[src/rtl/hazard_unit.sv]
// Pipeline hazard controller: load-use stalls, redirect flushes, fetch bubbles, memory-wait freezes and halt.
// Optional define HAZARD_STALL_COUNT_EN enables the PC-stall cycle counter behind stall_count.
module hazard_unit #(
    parameter int unsigned WAIT_LIMIT = 255
) (
    input  logic        CLK,
    input  logic        RST,
    input  logic        ihit,
    input  logic        dhit,
    input  logic [4:0]  decode_rs,
    input  logic [4:0]  decode_rt,
    input  logic        execute_mem_to_reg,
    input  logic [4:0]  execute_reg_wr_addr,
    input  logic        memory_dren,
    input  logic        memory_dwen,
    input  logic        memory_branch_taken,
    input  logic        memory_jump,
    input  logic        write_back_halt,
    output logic        pc_en,
    output logic        fetch_decode_en,
    output logic        decode_execute_en,
    output logic        execute_memory_en,
    output logic        memory_write_back_en,
    output logic        fetch_decode_flush,
    output logic        decode_execute_flush,
    output logic        execute_memory_flush,
    output logic        halted,
    output logic        mem_timeout,
    output logic [31:0] stall_count
);

    localparam int unsigned CW = $clog2(WAIT_LIMIT + 1);

    typedef enum logic [1:0] {
        RUN      = 2'd0,
        MEM_WAIT = 2'd1,
        HALTED   = 2'd2
    } state_t;

    state_t          r_state;
    logic [CW-1:0]   r_wait_cnt;
    logic            r_mem_timeout;
    logic            w_mem_busy;
    logic            w_load_use;
    logic            w_redirect;

    assign w_mem_busy = (memory_dren | memory_dwen) & ~dhit;
    assign w_load_use = execute_mem_to_reg & (execute_reg_wr_addr != 5'd0) &
                        ((execute_reg_wr_addr == decode_rs) | (execute_reg_wr_addr == decode_rt));
    assign w_redirect = memory_branch_taken | memory_jump;

    // Halt is only taken once the memory stage is idle; HALTED is left by reset alone.
    always_ff @(posedge CLK or posedge RST) begin
        if (RST) begin
            r_state <= RUN;
        end else begin
            case (r_state)
                RUN, MEM_WAIT: begin
                    if (write_back_halt && !w_mem_busy) begin
                        r_state <= HALTED;
                    end else if (w_mem_busy) begin
                        r_state <= MEM_WAIT;
                    end else begin
                        r_state <= RUN;
                    end
                end
                HALTED:  r_state <= HALTED;
                default: r_state <= RUN;
            endcase
        end
    end

    // Saturating wait-duration counter with sticky timeout flag.
    always_ff @(posedge CLK or posedge RST) begin
        if (RST) begin
            r_wait_cnt    <= '0;
            r_mem_timeout <= 1'b0;
        end else if (w_mem_busy) begin
            if (r_wait_cnt == CW'(WAIT_LIMIT - 1)) begin
                r_mem_timeout <= 1'b1;
            end
            if (r_wait_cnt != CW'(WAIT_LIMIT)) begin
                r_wait_cnt <= r_wait_cnt + CW'(1);
            end
        end else begin
            r_wait_cnt <= '0;
        end
    end

    assign halted      = (r_state == HALTED);
    assign mem_timeout = r_mem_timeout;

    // Priority-ordered latch control, zero latency from inputs.
    always_comb begin
        pc_en                = 1'b0;
        fetch_decode_en      = 1'b0;
        decode_execute_en    = 1'b0;
        execute_memory_en    = 1'b0;
        memory_write_back_en = 1'b0;
        fetch_decode_flush   = 1'b0;
        decode_execute_flush = 1'b0;
        execute_memory_flush = 1'b0;
        if (r_state != HALTED) begin
            if (w_mem_busy) begin
                pc_en = 1'b0;
            end else if (w_redirect) begin
                pc_en                = 1'b1;
                fetch_decode_en      = 1'b1;
                decode_execute_en    = 1'b1;
                execute_memory_en    = 1'b1;
                memory_write_back_en = 1'b1;
                fetch_decode_flush   = 1'b1;
                decode_execute_flush = 1'b1;
                execute_memory_flush = 1'b1;
            end else if (w_load_use) begin
                decode_execute_en    = 1'b1;
                execute_memory_en    = 1'b1;
                memory_write_back_en = 1'b1;
                decode_execute_flush = 1'b1;
            end else if (!ihit) begin
                fetch_decode_en      = 1'b1;
                decode_execute_en    = 1'b1;
                execute_memory_en    = 1'b1;
                memory_write_back_en = 1'b1;
                fetch_decode_flush   = 1'b1;
            end else begin
                pc_en                = 1'b1;
                fetch_decode_en      = 1'b1;
                decode_execute_en    = 1'b1;
                execute_memory_en    = 1'b1;
                memory_write_back_en = 1'b1;
            end
        end
    end

`ifdef HAZARD_STALL_COUNT_EN
    logic [31:0] r_stall_cnt;

    // Counts cycles the PC is held outside of HALTED, saturating.
    always_ff @(posedge CLK or posedge RST) begin
        if (RST) begin
            r_stall_cnt <= 32'd0;
        end else if ((r_state != HALTED) && !pc_en && (r_stall_cnt != 32'hFFFF_FFFF)) begin
            r_stall_cnt <= r_stall_cnt + 32'd1;
        end
    end

    assign stall_count = r_stall_cnt;
`else
    assign stall_count = 32'd0;
`endif

endmodule
[config.mk]
export PLATFORM = sky130hd
export DESIGN_NAME = hazard_unit
export DESIGN_NICKNAME = d
export VERILOG_FILES = /design/src/rtl/hazard_unit.sv
export SDC_FILE = /design/constraint.sdc
export NUM_CORES = 1
export LEC_CHECK = 0
export CAP_MARGIN = 30
export CORE_ASPECT_RATIO = 0.7
export CORE_MARGIN = 2
export CORE_UTILIZATION = 38
export CTS_CLUSTER_SIZE = 10
export DETAILED_ROUTE_END_ITERATION = 10
export PLACE_DENSITY = 0.86
export SLEW_MARGIN = 20
export SYNTH_ARGS = -nofsm -noshare
export SYNTH_HDL_FRONTEND = slang
export SYNTH_SLANG_ARGS = --single-unit
[constraint.sdc]
create_clock -name CLK -period 3 [get_ports CLK]
set_clock_uncertainty 0.15 [all_clocks]
set_input_delay 0.6 -clock CLK [delete_from_list [all_inputs] [get_ports CLK]]
set_output_delay 0.6 -clock CLK [all_outputs]
set_load 0.03 [all_outputs]
==> impl_metrics.json <==
{
  "synth_cells": 118,
  "arrival_ns": 2.19,
  "setup_viol": 0,
  "diodes": 0,
  "ys_warn_count": 0,
  "max_cap_viol_count": 0,
  "die_area_sq_um": 3000,
  "synth_compound_area_share_pct": 11.4,
  "grt_max_degree": 12,
  "r2r_cells": 6,
  "min_to": "r_state[0]$_DFF_PP0_",
  "hp-class": "reg2reg",
  "end_kind": "primary output",
  "hp-start": "r_state[1]$_DFF_PP0_",
  "power_w": 0.000655,
  "crit_path_start_kind": "primary input",
  "portBuffers": 34,
  "period_share_pct": 98.1,
  "synthMuxAreaShare_pct": 0,
  "ys_ff_latch": 11,
  "holdPathStages": 1,
  "die_width_um": 64.6,
  "antenna_found_initial": 0,
  "rsz0062_at_grt": "false",
  "start_util_pct": 39.7,
  "fillers": 234,
  "netlist_area_sq_um": 977,
  "htreeDepth": 1,
  "drc_errors": 0,
  "grt_overflow": 0,
  "synth_cell_types": 29,
  "ios": 67,
  "path_class": "in2out",
  "yosys.area_share.simple_pct": 17.4,
  "grt_pass1_vias": 640,
  "status": "finished, final reports clean",
  "synth_area_leaders": "dfrtp_1 (28%), buf_4 (26%), xor2_1 (11%), nor2_1 (6.5%), a211oi_1 (3.1%)",
  "synthXorXnorAreaFrac_pct": 11.7,
  "syn_area_per_cell_sq_um": 8.28,
  "synth_top_family_by_area": "buffers and inverters",
  "cts_root_buf": "clkbuf_8",
  "cts_buffer_depth": 2,
  "post_cts_buffers": 0,
  "ant_nets": 0,
  "wl_per_cell_um": 11.8,
  "drive_gt1_share_pct": 13.0,
  "required_ns": 2.25,
  "min_period_ns": 2.94,
  "dp_hpwl_mm": 1.66,
  "drtIter0Drc": 71,
  "syn2layout_area_growth_pct": 33.5,
  "r2r_end": "r_wait_cnt[7]$_DFFE_PP0P_",
  "synth-seq-area-share_pct": 28.2,
  "hold_violations": 0,
  "worst-path-max-fanout": 3,
  "regToRegStartpoint": "r_wait_cnt[1]$_DFFE_PP0P_",
  "synth_top_cell_by_area": "dfrtp_1",
  "firstDrtPassIters": 4,
  "clkTransAtPathRegs_ns": 0.04,
  "grt_first_pass_wirelength_mm": 3.06,
  "power.density_nw_per_um2": 502,
  "track_usage_pct": 13.5,
  "pre_cts_ws_ns": 0.0260,
  "totalWireLength_mm": 2.23,
  "finalMaxSlewViolations": 0,
  "setup_slack_ns": 0.0578,
  "clock_insertion_delay_worst_skew_ns": 0.24,
  "core_area_sq_um": 2460,
  "vias": 836,
  "fmax_ghz": 0.340,
  "nets": 182,
  "timing.reg2reg.setup_slack_ns": 1.30,
  "p_leak_nw": 0.654,
  "numCtsBuffers": 3,
  "numClockSinks": 11,
  "synthDominantCellAreaShare_pct": 28.2,
  "synthAdderAreaFrac_pct": 2.56,
  "vdd_ir_drop_max_uv": 128,
  "rows": 15,
  "cts_tree": "yes",
  "die_h_um": 46.4,
  "fin_setup_tns_ns": 0,
  "viasPerCell": 4.45,
  "gp_congestion": 0.863
}
==> area by class of cell <==
| type | instances | area, sq um | share of cell area, % |
|---|---|---|---|
| Timing Repair Buffer | 36 | 348 | 26.7 |
| Tap cell | 34 | 42.5 | 3.26 |
| Sequential cell | 11 | 275 | 21.1 |
| Multi-Input combinational cell | 98 | 576 | 44.1 |
| Clock buffer | 4 | 45.0 | 3.45 |
| Inverter | 5 | 18.8 | 1.44 |
==> per-layer routing <==
layer / vias to the layer above / GRT usage [%] / routed length, um / share of wire (%)
met2: 39 / 23.8 / 1160 / 52
li1: 399 / - / - / -
met3: 4 / 2.20 / 109 / 4.9
met5: - / 0 / 0 / 0
met1: 394 / 18.1 / 951 / 43
met4: 0 / 2.55 / 10 / 0.45
==> cells in the final DEF (no fill, tap or decap), drive strengths merged, types with 2 or more instances in the layout <==
master and n:
o21ai 3, inv 5, nor2 17, nand3 3, a211oi 5, clkdlybuf4s50 21
a31oi 2, dlymetal6s2s 5, xor2 12, ha 2, nor3 4, buf 10
conb 32, dfrtp 11, clkbuf 4, nand2 5
==> worst max-delay path, cell delays in order <==
cell             delay (ns)
clkdlybuf4s50_1        0.48
xor2_1                 0.22
nor3_2                 0.08
a22oi_2                0.29
nor4_4                 0.10
a211oi_2               0.23
buf_4                  0.20
==> cells in the mapped netlist <==
| master | count |
|---|---|
| a211oi_1 | 4 |
| a211oi_2 | 1 |
| a21o_1 | 1 |
| a21oi_1 | 1 |
| a22oi_1 | 1 |
| a31oi_1 | 2 |
| and2_1 | 1 |
| and3_1 | 1 |
| buf_4 | 34 |
| clkbuf_1 | 1 |
| conb_1 | 1 |
| dfrtp_1 | 11 |
| ha_1 | 2 |
| inv_1 | 5 |
| nand2_1 | 5 |
| nand2b_1 | 1 |
| nand3_1 | 3 |
| nand3b_1 | 1 |
| nand4_1 | 1 |
| nor2_1 | 17 |
| nor3_1 | 4 |
| nor4_2 | 1 |
| o21ai_0 | 2 |
| o21ai_2 | 1 |
| o21bai_1 | 1 |
| o311a_1 | 1 |
| or4_1 | 1 |
| xnor2_1 | 1 |
| xor2_1 | 12 |
==> state kept, by name, summed over array words and instances, names as in the netlist <==
signal and count:
r_wait_cnt 8, mem_timeout 1, r_state 2
==> cells by family (layout without fill, tap and decap cells) <==
logic type,count (synthesis),after routing
AOI/OAI and AO/OA,15,15
xor gates and xnor gates,13,13
adders and majority gates,2,2
buffers and inverters,40,45
DFF,11,11
other,1,32
and+or+nand+nor,36,36
==> stage by stage <==
| step | std cells | hold WS [ns] | utilization, % | area [sq um] |
|---|---|---|---|---|
| 6_report | 188 | 0.297 | 53.1 | 1310 |
| 3_5_place_dp | 184 | 0.295 | 49.3 | 1210 |
| 4_1_cts | 188 | 0.300 | 51.1 | 1260 |
| 5_1_grt | 188 | 0.325 | 53.1 | 1310 |
| 2_1_floorplan | 149 | 0.268 | - | 1090 |
| 3_3_place_gp | 184 | 0.284 | 49.3 | 1210 |
==> timing repair <==
action	in CTS	in global routing
hold buffers	0	0
gates resized for setup	0	13
hold endpoints to repair	0	0
endpoints found under the setup margin	0	4
==> how the worst max path moves through the flow <==
stage / from / to / cells after the start / slack [ns]
2_1_floorplan: execute_reg_wr_addr[1] / pc_en / 4 / 0.35
3_3_place_gp: execute_reg_wr_addr[2] / fetch_decode_flush / 6 / 0.06
3_5_place_dp: execute_reg_wr_addr[2] / fetch_decode_flush / 6 / 0.03
4_1_cts: execute_reg_wr_addr[2] / fetch_decode_flush / 6 / 0.02
5_1_grt: decode_rt[3] / fetch_decode_flush / 7 / 0.003
6_report: decode_rt[3] / fetch_decode_flush / 7 / 0.06
==> power by group <==
part           internal (W)  switching (W)  total (W)
Combinational      0.000116       0.000224   0.000340
Clock             0.0000930      0.0000522   0.000145
Sequential         0.000161     0.00000840   0.000169
Power figures use the tool's default switching activity.
